$ cat config.mk
export PLATFORM = sky130hd
export DESIGN_NAME = div_iter_flat
export DESIGN_NICKNAME = d
export VERILOG_FILES = /design/src/rtl/div_iter_if.sv /design/src/rtl/div_iter.sv /design/src/flat_wrapper.sv
export SDC_FILE = /design/constraint.sdc
export NUM_CORES = 1
export LEC_CHECK = 0
export ABC_CLOCK_PERIOD_IN_PS = 5310
export BUFFER_PORTS_ARGS = -buffer_cell sky130_fd_sc_hd__buf_2
export CAP_MARGIN = 20
export CORE_MARGIN = 1
export CORE_UTILIZATION = 50
export DETAILED_ROUTE_END_ITERATION = 16
export GPL_TIMING_DRIVEN = 1
export PLACE_DENSITY_LB_ADDON = 0.25
export SYNTH_ARGS = -nofsm -noshare
export SYNTH_HDL_FRONTEND = slang
export SYNTH_SLANG_ARGS = --single-unit
$ cat constraint.sdc
create_clock -name clk -period 5.31 [get_ports clk]
set_clock_uncertainty 0.15 [all_clocks]
set_input_delay 0.531 -clock clk [delete_from_list [all_inputs] [get_ports clk]]
set_output_delay 0.531 -clock clk [all_outputs]
set_load 0.05 [all_outputs]
$ cat src/rtl/div_iter_if.sv
// Divide request/response bundle between the E-stage pipeline (master) and
// the iterative divider (slave).
interface div_iter_if #(parameter int WIDTH = 32);
    logic             div;
    logic             div_signed;
    logic [WIDTH-1:0] src_a;
    logic [WIDTH-1:0] src_b;
    logic             cancel;
    logic             div_complete;
    logic             busy;
    logic [WIDTH-1:0] hi;
    logic [WIDTH-1:0] lo;

    modport master (
        output div, div_signed, src_a, src_b, cancel,
        input  div_complete, busy, hi, lo
    );

    modport slave (
        input  div, div_signed, src_a, src_b, cancel,
        output div_complete, busy, hi, lo
    );
endinterface

$ cat src/rtl/div_iter.sv
// Iterative restoring divider for DIV/DIVU: one quotient bit per clock,
// WIDTH+1 cycles from start to the div_complete pulse that releases the stall.
module div_iter #(
    parameter int WIDTH = 32
) (
    input logic       clk,
    input logic       reset,
    div_iter_if.slave bus
);

    localparam int CW = (WIDTH > 1) ? $clog2(WIDTH) : 1;
    localparam logic [CW-1:0] LAST_STEP = CW'(WIDTH - 1);

    typedef enum logic [1:0] {
        S_IDLE,
        S_RUN,
        S_DONE
    } state_t;

    state_t           r_state;
    logic [CW-1:0]    r_cnt;
    logic [WIDTH-1:0] r_rem;
    logic [WIDTH-1:0] r_quo;
    logic [WIDTH-1:0] r_dvsr;
    logic             r_qNeg;
    logic             r_rNeg;
    logic             r_divZero;
    logic             r_busy;
    logic [WIDTH-1:0] r_resHi;
    logic [WIDTH-1:0] r_resLo;
    logic [WIDTH-1:0] r_hi;
    logic [WIDTH-1:0] r_lo;

    logic             w_aNeg;
    logic             w_bNeg;
    logic [WIDTH-1:0] w_absA;
    logic [WIDTH-1:0] w_absB;
    logic [WIDTH:0]   w_trial;
    logic [WIDTH:0]   w_diff;
    logic             w_ge;
    logic [WIDTH-1:0] w_remNext;
    logic [WIDTH-1:0] w_quoNext;
    logic [WIDTH-1:0] w_fixRem;
    logic [WIDTH-1:0] w_fixQuo;

    assign w_aNeg = bus.div_signed & bus.src_a[WIDTH-1];
    assign w_bNeg = bus.div_signed & bus.src_b[WIDTH-1];
    assign w_absA = w_aNeg ? (~bus.src_a + 1'b1) : bus.src_a;
    assign w_absB = w_bNeg ? (~bus.src_b + 1'b1) : bus.src_b;

    // The dividend lives in r_quo and is shifted out of its MSB into the
    // remainder one bit per step; the trial needs one extra bit of headroom.
    assign w_trial   = {r_rem, r_quo[WIDTH-1]};
    assign w_diff    = w_trial - {1'b0, r_dvsr};
    assign w_ge      = (w_trial >= {1'b0, r_dvsr});
    assign w_remNext = w_ge ? w_diff[WIDTH-1:0] : w_trial[WIDTH-1:0];
    assign w_quoNext = {r_quo[WIDTH-2:0], w_ge};

    // Divide-by-zero leaves |a| in the remainder, so only the quotient is forced.
    assign w_fixRem = r_rNeg ? (~w_remNext + 1'b1) : w_remNext;
    assign w_fixQuo = r_divZero ? {WIDTH{1'b1}}
                    : (r_qNeg ? (~w_quoNext + 1'b1) : w_quoNext);

    always_ff @(posedge clk or negedge reset) begin
        if (!reset) begin
            r_state   <= S_IDLE;
            r_cnt     <= '0;
            r_rem     <= '0;
            r_quo     <= '0;
            r_dvsr    <= '0;
            r_qNeg    <= 1'b0;
            r_rNeg    <= 1'b0;
            r_divZero <= 1'b0;
            r_busy    <= 1'b0;
            r_resHi   <= '0;
            r_resLo   <= '0;
            r_hi      <= '0;
            r_lo      <= '0;
        end else begin
            case (r_state)
                S_IDLE: begin
                    if (bus.div && !bus.cancel) begin
                        r_rem     <= '0;
                        r_quo     <= w_absA;
                        r_dvsr    <= w_absB;
                        r_qNeg    <= w_aNeg ^ w_bNeg;
                        r_rNeg    <= w_aNeg;
                        r_divZero <= (bus.src_b == '0);
                        r_cnt     <= '0;
                        r_busy    <= 1'b1;
                        r_state   <= S_RUN;
                    end
                end
                S_RUN: begin
                    if (bus.cancel) begin
                        r_busy  <= 1'b0;
                        r_state <= S_IDLE;
                    end else begin
                        r_rem <= w_remNext;
                        r_quo <= w_quoNext;
                        r_cnt <= r_cnt + 1'b1;
                        if (r_cnt == LAST_STEP) begin
                            r_resHi <= w_fixRem;
                            r_resLo <= w_fixQuo;
                            r_state <= S_DONE;
                        end
                    end
                end
                S_DONE: begin
                    // A flush landing on the completion cycle discards the result.
                    if (!bus.cancel) begin
                        r_hi <= r_resHi;
                        r_lo <= r_resLo;
                    end
                    r_busy  <= 1'b0;
                    r_state <= S_IDLE;
                end
                default: begin
                    r_busy  <= 1'b0;
                    r_state <= S_IDLE;
                end
            endcase
        end
    end

    assign bus.div_complete = (r_state == S_DONE) & ~bus.cancel;
    assign bus.busy         = r_busy;
    assign bus.hi           = (r_state == S_DONE) ? r_resHi : r_hi;
    assign bus.lo           = (r_state == S_DONE) ? r_resLo : r_lo;

endmodule

$ cat src/flat_wrapper.sv
// flat-port wrapper written by rule: the top's interface ports become plain ports
module div_iter_flat 
#(
    parameter int WIDTH = 32
)
  (clk, reset, bus_div, bus_div_signed, bus_src_a, bus_src_b, bus_cancel, bus_div_complete, bus_busy, bus_hi, bus_lo);
  div_iter_if #(.WIDTH(WIDTH)) bus_i ();
  input logic clk;
  input logic reset;
  input wire logic [$bits(bus_i.div)-1:0] bus_div;
  input wire logic [$bits(bus_i.div_signed)-1:0] bus_div_signed;
  input wire logic [$bits(bus_i.src_a)-1:0] bus_src_a;
  input wire logic [$bits(bus_i.src_b)-1:0] bus_src_b;
  input wire logic [$bits(bus_i.cancel)-1:0] bus_cancel;
  output wire logic [$bits(bus_i.div_complete)-1:0] bus_div_complete;
  output wire logic [$bits(bus_i.busy)-1:0] bus_busy;
  output wire logic [$bits(bus_i.hi)-1:0] bus_hi;
  output wire logic [$bits(bus_i.lo)-1:0] bus_lo;
  assign bus_i.div = bus_div;
  assign bus_i.div_signed = bus_div_signed;
  assign bus_i.src_a = bus_src_a;
  assign bus_i.src_b = bus_src_b;
  assign bus_i.cancel = bus_cancel;
  assign bus_div_complete = bus_i.div_complete;
  assign bus_busy = bus_i.busy;
  assign bus_hi = bus_i.hi;
  assign bus_lo = bus_i.lo;
  div_iter #(.WIDTH(WIDTH)) u_core (.clk(clk), .reset(reset), .bus(bus_i));
endmodule
# Yosys cells after proc, flatten, opt, wreduce, memory -nomap -nowiden
# Cells that the tools add are included.
dict set report classes {
  addsub 6
  n_mul 0
  n_div 0
  n_lt_le_gt_ge 1
  n_eq_ne 7
  shifts 0
  n_mux 24
  n_bitwise 9
  n_reduce_logical 11
}
# cell n
set op_table {}
lappend op_table {{$mux 32} 12}
lappend op_table {{$add 32x1->32 const B} 4}
lappend op_table {{$not 32->32} 4}
lappend op_table {{$pmux 32 s2} 2}
lappend op_table {{$ge 33x32->1} 1}
lappend op_table {{$logic_not 32->1} 1}
lappend op_table {{$sub 32x32->32} 1}
lappend op_table {{$mux 5} 2}
lappend op_table {{$pmux 5 s2} 1}
lappend op_table {{$reduce_and 2->1} 4}
lappend op_table {{$mux 2} 3}
lappend op_table {{$reduce_and 3->1} 2}
lappend op_table {{$add 5x1->5 const B} 1}
lappend op_table {{$eq 5x5->1 const B} 1}
lappend op_table {{$ne 2x2->1 const B} 2}
lappend op_table {{$pmux 2 s2} 1}
lappend op_table {{$and 1x1->1} 3}
lappend op_table {{$ne 3x2->1 const B} 1}
lappend op_table {{$eq 2x1->1 const B} 1}
lappend op_table {{$eq 2x2->1 const B} 1}
lappend op_table {{$logic_not 2->1} 1}
lappend op_table {{$mux 1} 2}
lappend op_table {{$ne 2x1->1 const B} 1}
lappend op_table {{$pmux 1 s2} 1}
lappend op_table {{other kinds (5)} 5}
dict set report totals {
  ff_bits 235
  latch_bits 0
  ramBits 0
  rom_bits 0
  out_inout_bits 66
  elab_cells 71
  n_memories 0
}

# Depth between registers and ports, before layout
# Gate-level depths: netlist (run 1).
dict set report depth {
  ltp_word 5
  ltp_mapped 23
  ltp_nobuf 19
}

# Worst setup path before layout (run 1)
# Ideal clock, no wire load.
dict set report synth_timing {
  kind {reg2reg}
  from {register u_core.r_rem[11]}
  to {register u_core.r_resHi[30]}
  setup_ns 0.131
  arrival_ns 4.446
  t_required_ns 5.029
  setup_slack_ns 0.584
  stages_incl_launch_ff 23
  cell_sequence {dfrtp_1 -> ha_1 -> buf_2 -> a21oi_2 -> o21ai_1 -> a221o_1 -> o21ai_1 -> a31oi_1 -> inv_2 -> clkbuf_1 -> clkbuf_1 -> buf_1 -> nor2_1 -> a21oi_1 -> ha_1 -> nand3_1 -> nor4_1 -> mux2i_1 -> a21oi_1 -> nand2_1 -> o41ai_1 -> xor2_1 -> o21ai_1}
}
dict set report synth_between {
  elab_chain_cells 5
  elab_cells_between_ends 6
  classes_between {add/sub (2); order compare (1); mux (2); bitwise (1)}
}
# element line
set synth_lines {}
lappend synth_lines {{from (decl)} div_iter.sv:22} ;# logic [WIDTH-1:0] r_rem;
lappend synth_lines {{from (signal assigned)} div_iter.sv:99} ;# r_rem <= w_remNext;
lappend synth_lines {{$sub 32x32->32 / $ge 33x32->1 (equally long branches)} {div_iter.sv:54, div_iter.sv:55}}
lappend synth_lines {{$mux 32 *} div_iter.sv:56} ;# assign w_remNext = w_ge ? w_diff[WIDTH-1:0] : w_trial[WIDTH-1:0];
lappend synth_lines {{$not 32->32} div_iter.sv:60} ;# assign w_fixRem = r_rNeg ? (~w_remNext + 1'b1) : w_remNext;
lappend synth_lines {{$add 32x1->32} div_iter.sv:60}
lappend synth_lines {{$mux 32 *} div_iter.sv:60}
lappend synth_lines {{to (signal assigned)} div_iter.sv:103} ;# r_resHi <= w_fixRem;
lappend synth_lines {{to (decl)} div_iter.sv:29} ;# logic [WIDTH-1:0] r_resHi;
# Every way passes the cells marked *; elsewhere a longest branch is shown, timed or not.
# A chain may end at the register's enable or synchronous reset.

# Worst setup path in the final report (run 1)
# Ends and elaborated chain as after synthesis.

==> summary.txt, run 1 <==
Global route
  – Initial antenna violation count: 0
  – Pin count of the biggest net entering global routing: 96
  – First-pass GRT wire length: 63000 um
  – Vias in the first global route: 11628
  – Total GRT Usage: 25.8%
  – Grt ovf: 0

Timing
  – Final Worst Setup Slack: 0.463 ns
  – Achievable Freq: 0.206 GHz
  – Fin Setup TNS: 0 ns
  – Max-slew headroom at the worst pin: 24.4%
  – Worst Tran Pin Value: 1.13 ns
  – Fin. Hold Viols: 0
  – RSZ-0062 raised after global routing: no
  – WHS: 0.0814 ns
  – Minimum period implied by the final worst setup slack: 4.85 ns
  – Endpoints failing setup: 0
  – Max Transition Viols Final: 0
  – Crit share post-route: 91.3%

Die
  – Initial Utilization: 51.1%
  – Die height: 174 um
  – Top Ports: 135
  – Num rows: 62
  – Core area: 28900 um^2
  – DIE AREA: 30200 um^2
  – Die X: 174 um

Synth
  – Post-synth EDFFs: 0
  – Syn_area_per_cell: 9.05 um^2
  – Register bit count reported by yosys: 235
  – Main area contributors after synthesis: dfrtp_1, mux2_2, o21ai_0
  – Mapped Area: 14700 um^2
  – Most used DFF post-synth: dfrtp_1
  – Sequential area share after synthesis: 39.9%
  – Synth cell count leaders: dfrtp_1, nand2_1, o21ai_0
  – Mapped Cells: 1628
  – Top cell type's share of synthesized area: 39.9%
  – Cell taking the most area after synthesis: dfrtp_1
  – Most common cell in the netlist: dfrtp_1
  – Yosys warns: 0
  – Synth unique cells: 68
  – Net Count, Synth: 1736
  – Asr flop ratio synth: 100%

Finish
  – Fraction of layout cells with a size suffix above 1: 20.2%
  – Finished Layout Cells: 2120
  – Number of diodes: 0
  – Fillers: 2614
  – # nets final: 1828
  – Synthesis-to-finish area growth: 12.5%

Clocking
  – Post-CTS Resized: 0
  – CTS clk-pin slew, worst paths: 0.06 ns
  – CTS H-Tree Depth: 1
  – CTS buffer count: 25
  – Clock network latency to the later pin of the worst-skew pair: 0.54 ns
  – CTS root buffer: clkbuf_16
  – Clock Tree Buf Depth: 3
  – Clock tree sinks: 235
  – CTS tree: done

Power and ir drop
  – Worst VDD drop: 0.241 mV
  – Flop pwr share: 41.2%
  – Sw frac: 32.1%
  – PD cells: 299 nW/um^2
  – Power Internal: 3.37 mW
  – Comb pwr share: 23.2%
  – Static leakage: 7.69 nW
  – Clock power frac: 35.6%
  – Net switching power figure: 1.59 mW

Placement
  – Routability Congestion: 0.965
  – Dpl hpwl: 28500 um
  – Dpl cells: 2074
  – I/O Buffers: 134
  – Dpl ws: 0.474 ns

Hold path
  – Worst Hold Path EP: u_core.r_state[0]$_DFFE_PN0P_
  – Hold/Removal Path Class: input pin to flop
  – Worst Hold Path Cells: 2
  – Worst Hold Launch: bus_cancel

Drt
  – Detailed Routing Iterations Pass 1: 6
  – DRC viols: 0
  – Vias: 12300
  – Detail Route Antenna Nets: 0
  – Initial DRC Count: 1232
  – Average wire per standard cell: 18.2 um
  – Routed wire length: 38600 um
  – Vias per inst: 5.80

Worst setup path
  – FF-to-FF setup slack: 0.46 ns
  – Setup Crit Path Kind: flop to flop
  – Required @ worst endpoint: 5.56 ns
  – Critical R2R Launch: u_core.r_rem[11]$_DFFE_PN0P_
  – Worst Path Arrival: 5.10 ns
  – Crit. End Element: flop
  – Reg2reg end: u_core.r_resHi[30]$_DFFE_PN0P_
  – FF-to-FF path depth: 17
  – Max FO, Critical Path: 11
  – Startpoint Class: flop

Run status
  – Status: completed

Job
  – MaxCap Viol Count: 0
## placed cells by master (no fill, tap or decap), types with 12 or more instances in the layout
cell,instances
xor2_1,67
xnor2_1,79
ha_1,38
or4_1,13
clkbuf_16,25
nand2_1,187
or3_1,12
nor2_1,122
nor3_1,30
mux2_2,132
buf_4,18
o31ai_1,23
dfrtp_1,235
a21oi_1,104
o41ai_1,13
mux2i_1,21
buf_2,133
nand2b_1,12
nand3_1,19
inv_1,54
o21ai_0,185
nand4_1,17
a22oi_1,23
and3_1,13
## power by group through the flow
stage | Combinational, mW | Sequential, mW | Clock [mW]
2_1_floorplan | 0.803 | 2.04 | 0
3_3_place_gp | 1.13 | 2.06 | 0
3_5_place_dp | 1.14 | 2.07 | 0
4_1_cts | 1.14 | 2.04 | 1.80
5_1_grt | 1.28 | 2.06 | 1.87
6_report | 1.15 | 2.04 | 1.77
## flip-flops by register name, summed over array words and instances (netlist names)
name / count
u_core.r_hi: 32
u_core.bus.busy: 1
u_core.r_resHi: 32
u_core.r_state: 2
u_core.r_rNeg: 1
u_core.r_qNeg: 1
u_core.r_dvsr: 32
u_core.r_resLo: 32
u_core.r_cnt: 5
u_core.r_lo: 32
u_core.r_quo: 32
u_core.r_divZero: 1
u_core.r_rem: 32
## worst max-delay path, stage by stage (launching register included)
cell and delay (ns):
dfrtp_1 0.48, ha_1 0.44, a21oi_2 0.24, o21ai_1 0.13, a221o_1 0.37, o21ai_1 0.37, a31oi_4 0.15, inv_2 0.20
mux2i_1 0.31, ha_1 0.27, nand3_1 0.11, nor4_1 0.19, mux2i_1 0.20, a21oi_1 0.27, nand2_1 0.19, o41ai_1 0.36
xor2_1 0.20, o21ai_1 0.08
## logic make-up (layout without fill, tap and decap cells)
logic type               after synthesis  in the layout  synth area share, %
AND/OR/NAND/NOR                      471            471                 14.6
AO/OA/AOI/OAI                        438            438                 18.0
flip-flops                           235            235                 39.9
multiplexers                         153            153                 11.5
XOR/XNOR                             146            146                 8.68
buffers and inverters                146            254                 3.89
adder cells (fa/ha/maj)               39             39                 3.36
## per-layer routing
metal	vias up	GRT usage, %	part of all wire (%)
met5	-	0	0
met4	0	5.04	1.5
met3	46	3.99	7.4
met2	416	37.0	42
met1	5870	40.8	49
li1	5968	-	-
## how the worst max path moves through the flow
stage | start | endpoint | slack, ns | depth (start not counted)
6_report | u_core.r_rem[11]$_DFFE_PN0P_ | u_core.r_resHi[30]$_DFFE_PN0P_ | 0.46 | 17
2_1_floorplan | u_core.r_rem[11]$_DFFE_PN0P_ | u_core.r_resHi[30]$_DFFE_PN0P_ | 0.58 | 22
5_1_grt | u_core.r_rem[11]$_DFFE_PN0P_ | u_core.r_resHi[30]$_DFFE_PN0P_ | 0.1 | 17
4_1_cts | u_core.r_rem[11]$_DFFE_PN0P_ | u_core.r_resHi[30]$_DFFE_PN0P_ | 0.46 | 17
3_5_place_dp | u_core.r_rem[11]$_DFFE_PN0P_ | u_core.r_resHi[30]$_DFFE_PN0P_ | 0.47 | 17
3_3_place_gp | u_core.r_rem[11]$_DFFE_PN0P_ | u_core.r_resHi[30]$_DFFE_PN0P_ | 0.65 | 17
## per-stage QoR
stage	util (%)	area, um^2	power (mW)
after CTS	57.4	16600	4.99
after global routing	57.5	16600	5.21
final	57.5	16600	4.96
after detailed placement	54.5	15700	3.21
after global placement	54.5	15700	3.19
after floorplan	-	14700	2.84
## final cells by class
cell class	instances	area [um^2]	area share, %
Clock buffer	35	723	4.36
Clock inverter	8	101	0.611
Sequential cell	235	5880	35.5
Multi-Input combinational cell	1247	8320	50.2
Inverter	56	210	1.27
Timing Repair Buffer	155	866	5.22
Tap cell	384	480	2.90
## repair_timing
item / in CTS / in global routing
endpoints found under the hold margin: 85 / 0
setup buffers: 0 / 0
hold buffers: 1 / 0
No activity file was read; power rests on OpenSTA's default activity.
==> run 2: changes to the inputs <==
Settings changed: ABC_AREA from default to 1.
==> run 2 against run 1 <==
Compared with the run above:
- routed wire length increased by 20%
- largest cell class unchanged
- highest routed layer unchanged
- register-to-register slack improved by 0.34 ns
- fmax increased by 7.6%
==> summary.txt, run 2 <==
Hold path
  – Worst Hold Launch: bus_src_b[31]
  – Hold/Removal Path Class: input pin to flop

Placement
  – Dpl cells: 2690 (+30%)
  – I/O Buffers: 134 (unchanged)
  – Routability Congestion: 0.995 (+3.1%)
  – Dpl hpwl: 35400 um (+24%)

Drt
  – Vias: 14734 (+20%)
  – Detail Route Antenna Nets: 0 (unchanged)
  – Routed wire length: 46400 um (+20%)
  – DRC viols: 0 (unchanged)
  – Average wire per standard cell: 16.9 um (-7.1%)
  – Initial DRC Count: 1332 (+8.1%)
  – Detailed Routing Iterations Pass 1: 5 (-1)
  – Vias per inst: 5.37 (-7.4%)

Worst setup path
  – Max FO, Critical Path: 14 (+3)
  – End point of the critical path: u_core.r_resLo[30]$_DFFE_PN0P_
  – Startpoint Class: flop
  – Crit. End Element: flop
  – Setup Crit Path Kind: flop to flop
  – Required @ worst endpoint: 5.59 ns (+0.03 ns)
  – Reg2reg end: u_core.r_resLo[30]$_DFFE_PN0P_
  – CP max-delay cell: nor2_4
  – Critical R2R Launch: u_core.r_dvsr[20]$_DFFE_PN0P_
  – Worst Path Arrival: 4.79 ns (-0.31 ns)
  – FF-to-FF path depth: 24 (+7)
  – FF-to-FF setup slack: 0.81 ns (+0.34 ns)
  – Crit path cell chain: inv_1, ha_1, nand2_2, inv_1, a21oi_1, o21ai_1, nand2_1, nand2_1, nor2_4, nand2_8, inv_2, ha_1, nand3_1, nor3_1, nand3_1, nor3_1, nand4_1, nand2_1, o21ai_0, a21oi_1, o21ai_0, xor2_1, o22ai_1, inv_1
  – CP peak stage delay: 0.44 ns (-0.04 ns)
  – Crit path from: u_core.r_dvsr[20]$_DFFE_PN0P_

Clocking
  – Post-CTS Resized: 0 (unchanged)
  – Clock tree sinks: 235 (unchanged)
  – Post-CTS Setup Inserts: 0 (unchanged)
  – CTS clk-pin slew, worst paths: 0.06 ns (about the same)
  – CTS tree: done
  – CTS buffer count: 28 (+12%)
  – CTS root buffer: clkbuf_16
  – CTS H-Tree Depth: 1 (unchanged)
  – Clock network latency to the later pin of the worst-skew pair: 0.56 ns (+0.02 ns)
  – Clock Tree Buf Depth: 3 (unchanged)
  – # hold bufs at CTS: 1 (unchanged)

Global route
  – First-pass GRT wire length: 73200 um (+16%)
  – Vias in the first global route: 13427 (+15%)
  – Pin count of the biggest net entering global routing: 129 (+34%)
  – Initial antenna violation count: 0 (unchanged)
  – Total GRT Usage: 29.5% (+3.7 points)
  – Grt ovf: 0 (unchanged)

Finish
  – Finished Layout Cells: 2743 (+29%)
  – Commonest non-fill, non-tap cells in the layout: nand2_1, inv_1, o21ai_0
  – Fillers: 3034 (+16%)
  – Fraction of layout cells with a size suffix above 1: 11.6% (-8.6 points)
  – # nets final: 2433 (+33%)
  – Commonest non-fill, non-tap cell in the layout: nand2_1
  – Number of diodes: 0 (unchanged)
  – Synthesis-to-finish area growth: 12.3%

Run status
  – Status: completed

Die
  – DIE AREA: 31800 um^2 (+5.3%)
  – Core area: 30600 um^2 (+6.0%)
  – Die X: 178 um (+2.6%)
  – Initial Utilization: 50.8% (-0.30 points)
  – Die height: 178 um (+2.6%)
  – Top Ports: 135 (unchanged)
  – Num rows: 64 (+3.2%)

Power and ir drop
  – Clock power frac: 17.5% (-18 points)
  – PD cells: 629 nW/um^2 (+110%)
  – Flop pwr share: 23.0% (-18 points)
  – Static leakage: 9.01 nW (+17%)
  – Worst VDD drop: 0.319 mV (+32%)
  – Comb pwr share: 59.4% (+36 points)
  – Sw frac: 52.7% (+21 points)
  – Power Internal: 5.18 mW (+54%)
  – Net switching power figure: 5.78 mW (+260%)

Timing
  – Achievable Freq: 0.222 GHz (+7.6%)
  – Fin. Hold Viols: 0 (unchanged)
  – Max Transition Viols Final: 0 (unchanged)
  – Minimum period implied by the final worst setup slack: 4.50 ns (-0.343 ns)
  – Endpoints failing setup: 0 (unchanged)
  – Worst Tran Pin Value: 1.05 ns (-0.0795 ns)
  – Max-slew headroom at the worst pin: 29.9% (+5.5 points)
  – Fin Setup TNS: 0 ns (unchanged)
  – Crit share post-route: 84.8% (-6.5 points)
  – RSZ-0062 raised after global routing: no

Synth
  – Top cell type's share of synthesized area: 37.9% (-2.0 points)
  – Synth unique cells: 52 (-24%)
  – Asr flop ratio synth: 100% (unchanged)
  – Most used DFF post-synth: dfrtp_1
  – Synth cell count leaders: nand2_1, inv_1, o21ai_0
  – Yosys warns: 0 (unchanged)
  – Register bit count reported by yosys: 235 (unchanged)
  – Cell taking the most area after synthesis: dfrtp_1
  – Main area contributors after synthesis: dfrtp_1, nand2_1, o21ai_0
  – Mapped Cells: 2223 (+37%)
  – Most common cell in the netlist: nand2_1
  – Syn_area_per_cell: 6.98 um^2 (-23%)
  – Post-synth EDFFs: 0 (unchanged)
  – Mapped Area: 15500 um^2 (+5.4%)
  – Net Count, Synth: 2331 (+34%)
  – Sequential area share after synthesis: 37.9% (-2.0 points)

Job
  – MaxCap Viol Count: 0 (unchanged)
[run 2: cell types whose count changed in the layout (fill, tap and decap cells not counted), moves of 16 or more]
cell / previous run / this run
a21oi_1: 104 / 54
inv_1: 54 / 303
mux2_2: 132 / 0
mux2i_1: 21 / 0
nand2_1: 187 / 617
nand2_2: 1 / 17
nand3_1: 19 / 113
nor2_1: 122 / 169
o21ai_0: 185 / 265
o22ai_1: 0 / 32
o31ai_1: 23 / 4
xnor2_1: 79 / 17
[run 2: worst min-delay path by stage]
| stage | end | cells past startpoint |
|---|---|---|
| 3_5_place_dp | u_core.r_resHi[27]$_DFFE_PN0P_ | 2 |
| 3_3_place_gp | u_core.bus.busy$_DFFE_PN0P_ | 2 |
| 2_1_floorplan | u_core.bus.busy$_DFFE_PN0P_ | 0 |
| 4_1_cts | u_core.r_dvsr[31]$_DFFE_PN0P_ | 3 |
| 5_1_grt | u_core.r_dvsr[31]$_DFFE_PN0P_ | 3 |
| 6_report | u_core.r_dvsr[31]$_DFFE_PN0P_ | 3 |
[run 2: metal layers]
metal	vias to the layer above	part of all wire, %	GRT usage [%]
li1	7341	-	-
met1	6893	50	46.7
met2	444	41	42.6
met3	56	6.9	3.50
met4	0	1.7	5.90
met5	-	0	0
[run 2: kinds of logic after synthesis]
| group | after synthesis | synth area share, % |
|---|---|---|
| buffers and inverters | 395 | 9.98 |
| adders and majority gates | 39 | 3.19 |
| xor gates and xnor gates | 95 | 5.36 |
| DFF | 235 | 37.9 |
| AOI/OAI and AO/OA | 443 | 16.0 |
| and+or+nand+nor | 1016 | 27.6 |
[run 2: final cells by class]
cell class | instances | area [um^2] | share of cell area (%)
Multi-Input combinational cell | 1593 | 8110 | 46.5
Sequential cell | 235 | 5880 | 33.7
Inverter | 313 | 1170 | 6.74
Timing Repair Buffer | 154 | 833 | 4.78
Clock buffer | 38 | 808 | 4.64
Tap cell | 396 | 495 | 2.84
Clock inverter | 14 | 128 | 0.732
[run 2: per-stage QoR]
stage          setup slack (ns)  power (mW)  utilization [%]  cell area, um^2  hold WS (ns)
6_report                  0.806        11.0             57.0            17400         0.121
3_3_place_gp               1.04        8.87             53.9            16500         0.314
4_1_cts                   0.857        10.9             57.0            17400         0.101
5_1_grt                   0.210        11.8             57.0            17400         0.129
3_5_place_dp              0.902        8.93             53.9            16500         0.316
2_1_floorplan              1.52        7.15                -            15500        0.0854
[run 2: critical path: cells and delay by family (launching register included)]
kind	cells	cell delay (ns)
AND/OR/NAND/NOR	11	2.02
AO/OA/AOI/OAI	6	0.95
adder cells (fa/ha/maj)	2	0.54
flip-flops	1	0.34
buffers and inverters	4	0.23
XOR/XNOR	1	0.16
[run 2: power groups by stage]
stage,combinational [mW],sequential (mW),clock (mW)
after detailed placement,6.39,2.53,0
after floorplan,4.75,2.40,0
final,6.51,2.52,1.92
after global routing,7.25,2.56,2.04
after CTS,6.43,2.51,1.96
after global placement,6.35,2.52,0
==> run 3: changes to the inputs <==
Settings changed: ABC_CLOCK_PERIOD_IN_PS 5310 to 4100.
Clock period 5.31 ns to 4.1 ns, I/O delays scaled along.
==> run 3 against run 2 <==
Compared with the run above:
- global-route usage down 0.45 points
- final cell count grew 0.47%
- power increased by 34%
- worst setup slack worse by 0.61 ns
- clock power rose by 47%
- via count about the same
- fmax up 15%
- critical endpoint is now u_core.r_resHi[18]$_DFFE_PN0P_
- largest cell class unchanged
- largest power group unchanged
==> summary.txt, run 3 (synthesis results as in run 2) <==
Worst setup path
  – Worst Path Arrival: 4.17 ns (-0.62 ns)
  – Critical R2R Launch: u_core.r_rem[10]$_DFFE_PN0P_
  – Required @ worst endpoint: 4.37 ns (-1.22 ns)
  – FF-to-FF path depth: 20 (-17%)
  – Max FO, Critical Path: 31 (+17)
  – FF-to-FF setup slack: 0.20 ns (-0.61 ns)
  – Reg2reg end: u_core.r_resHi[18]$_DFFE_PN0P_
  – Startpoint Class: flop
  – Setup Crit Path Kind: flop to flop
  – Crit. End Element: flop

Drt
  – DRC viols: 0 (unchanged)
  – Average wire per standard cell: 16.7 um (-1.1%)
  – Routed wire length: 46100 um (-0.66%)
  – Detail Route Antenna Nets: 0 (unchanged)
  – Vias: 14732 (-0.014%)
  – Vias per inst: 5.35 (-0.49%)
  – Initial DRC Count: 1331 (-0.075%)
  – Detailed Routing Iterations Pass 1: 5 (unchanged)

Die
  – Die height: 178 um (unchanged)
  – Core area: 30600 um^2 (unchanged)
  – Top Ports: 135 (unchanged)
  – Die X: 178 um (unchanged)
  – Initial Utilization: 50.8% (unchanged)
  – Num rows: 64 (unchanged)
  – DIE AREA: 31800 um^2 (unchanged)

Finish
  – Fillers: 3005 (-0.96%)
  – Commonest non-fill, non-tap cells in the layout: nand2_1, inv_1, o21ai_0
  – Synthesis-to-finish area growth: 14.1%
  – Number of diodes: 0 (unchanged)
  – Multi-input logic area: 8130 um^2 (+0.17%)
  – Fraction of layout cells with a size suffix above 1: 12.2% (+0.66 points)
  – Commonest non-fill, non-tap cell in the layout: nand2_1
  – Register area: 5880 um^2 (unchanged)
  – # nets final: 2447 (+0.58%)

Global route
  – Initial antenna violation count: 0 (unchanged)
  – Vias in the first global route: 12936 (-3.7%)
  – First-pass GRT wire length: 71700 um (-2.1%)
  – Grt ovf: 0 (unchanged)
  – Pin count of the biggest net entering global routing: 98 (-24%)
  – Total GRT Usage: 29.0% (-0.45 points)

Hold path
  – Worst Hold Launch: bus_src_b[15]
  – Worst Hold Path Cells: 4 (+1)
  – Hold/Removal Path Class: input pin to flop
  – Worst Hold Path EP: u_core.r_dvsr[15]$_DFFE_PN0P_

Timing
  – Minimum period implied by the final worst setup slack: 3.90 ns (-0.603 ns)
  – Max-slew headroom at the worst pin: 36.2% (+6.2 points)
  – Fin. Hold Viols: 0 (unchanged)
  – Achievable Freq: 0.256 GHz (+15%)
  – Crit share post-route: 95.1% (+10 points)
  – Fin Setup TNS: 0 ns (unchanged)
  – Endpoints failing setup: 0 (unchanged)
  – Max Transition Viols Final: 0 (unchanged)
  – Worst Tran Pin Value: 0.956 ns (-0.0948 ns)

Clocking
  – Clock network latency to the later pin of the worst-skew pair: 0.55 ns (about the same)
  – CTS root buffer: clkbuf_16
  – Clock tree sinks: 235 (unchanged)
  – CTS H-Tree Depth: 1 (unchanged)
  – CTS tree: done
  – CTS buffer count: 27 (-3.6%)
  – CTS clk-pin slew, worst paths: 0.06 ns (about the same)
  – Clock Tree Buf Depth: 3 (unchanged)

Run status
  – Status: completed

Placement
  – Routability Congestion: 0.968 (-2.7%)
  – I/O Buffers: 134 (unchanged)
  – Dpl hpwl: 35100 um (-0.73%)

Power and ir drop
  – Worst VDD drop: 0.466 mV (+46%)
  – PD cells: 830 nW/um^2 (+32%)
  – Static leakage: 9.16 nW (+1.6%)
  – Design Power: 14.7 mW (+34%)

Job
  – MaxCap Viol Count: 0 (unchanged)
[run 3: cell count changes in the layout (fill, tap and decap cells not counted), sizes merged]
| cell | change |
|---|---|
| bufinv | +7 |
| inv | +2 |
| clkinv | -6 |
| clkbuf | -5 |
| dlygate4sd3 | +1 |
| buf | +14 |
[run 3: what timing repair did]
| item | CTS | global route |
|---|---|---|
| setup buffers | 0 | 0 |
| endpoints found under the setup margin | 0 | 15 |
| resized for setup | 0 | 4 |
| hold endpoints to repair | 70 | 0 |
| hold buffers | 2 | 0 |
[run 3: how the worst max path moves through the flow]
stage | start | end | slack (ns) | depth (start not counted)
5_1_grt | u_core.r_dvsr[26]$_DFFE_PN0P_ | u_core.r_resLo[26]$_DFFE_PN0P_ | -0.02 | 24
6_report | u_core.r_rem[10]$_DFFE_PN0P_ | u_core.r_resHi[18]$_DFFE_PN0P_ | 0.20 | 20
3_3_place_gp | u_core.r_rem[10]$_DFFE_PN0P_ | u_core.r_resHi[18]$_DFFE_PN0P_ | 0.27 | 20
4_1_cts | u_core.r_rem[10]$_DFFE_PN0P_ | u_core.r_resHi[18]$_DFFE_PN0P_ | 0.19 | 20
2_1_floorplan | u_core.r_dvsr[20]$_DFFE_PN0P_ | u_core.r_resLo[30]$_DFFE_PN0P_ | 0.31 | 25
3_5_place_dp | u_core.r_rem[10]$_DFFE_PN0P_ | u_core.r_resHi[18]$_DFFE_PN0P_ | 0.22 | 20
[run 3: area by class of cell]
class	instances	share of cell area, %
multi-input combinational	1593	45.9
sequential	235	33.2
inverter	313	6.63
timing repair buffer	169	5.59
clock buffer	33	4.22
tap	396	2.80
clock inverter	17	1.69
[run 3: worst max-delay path, cell delays in order (launching register included)]
cell,delay [ns]
dfrtp_1,0.46
ha_1,0.41
nand2_1,0.12
nor2_1,0.27
nand2_1,0.14
nor2_2,0.17
nand2_1,0.11
nor2_4,0.11
nor2_4,0.06
nand2_8,0.07
buf_6,0.27
nand2_1,0.11
o21ai_2,0.10
ha_1,0.21
nand3_1,0.10
nor2_2,0.14
nand3_2,0.15
o21ai_2,0.29
nand3_1,0.12
nand3_1,0.11
o21ai_0,0.08
[run 3: where the power goes]
| part | switching, mW | internal (mW) | total, mW |
|---|---|---|---|
| logic | 5.99 | 2.59 | 8.58 |
| registers | 0.502 | 2.80 | 3.30 |
| clock network | 1.03 | 1.80 | 2.83 |
[run 3: layer usage]
metal / global-route usage, % / wire length [um] / vias to the layer above
met5: 0 / 0 / -
li1: - / - / 7375
met1: 46.3 / 23300 / 6816
met3: 4.18 / 3520 / 36
met2: 41.7 / 18700 / 505
met4: 4.56 / 505 / 0
[run 3: per-stage QoR]
| stage | instances | hold WS [ns] | utilization (%) | instance area, um^2 | worst slack (ns) |
|---|---|---|---|---|---|
| finish | 2756 | 0.0175 | 57.9 | 17700 | 0.199 |
| detailed placement | 2704 | 0.263 | 54.4 | 16600 | 0.223 |
| global placement | 2704 | 0.264 | 54.4 | 16600 | 0.268 |
| global route | 2756 | 0.0339 | 57.9 | 17700 | -0.0170 |
| CTS | 2756 | 0.00682 | 57.8 | 17700 | 0.195 |
| floorplan | 2223 | -0.0356 | - | 15500 | 0.309 |
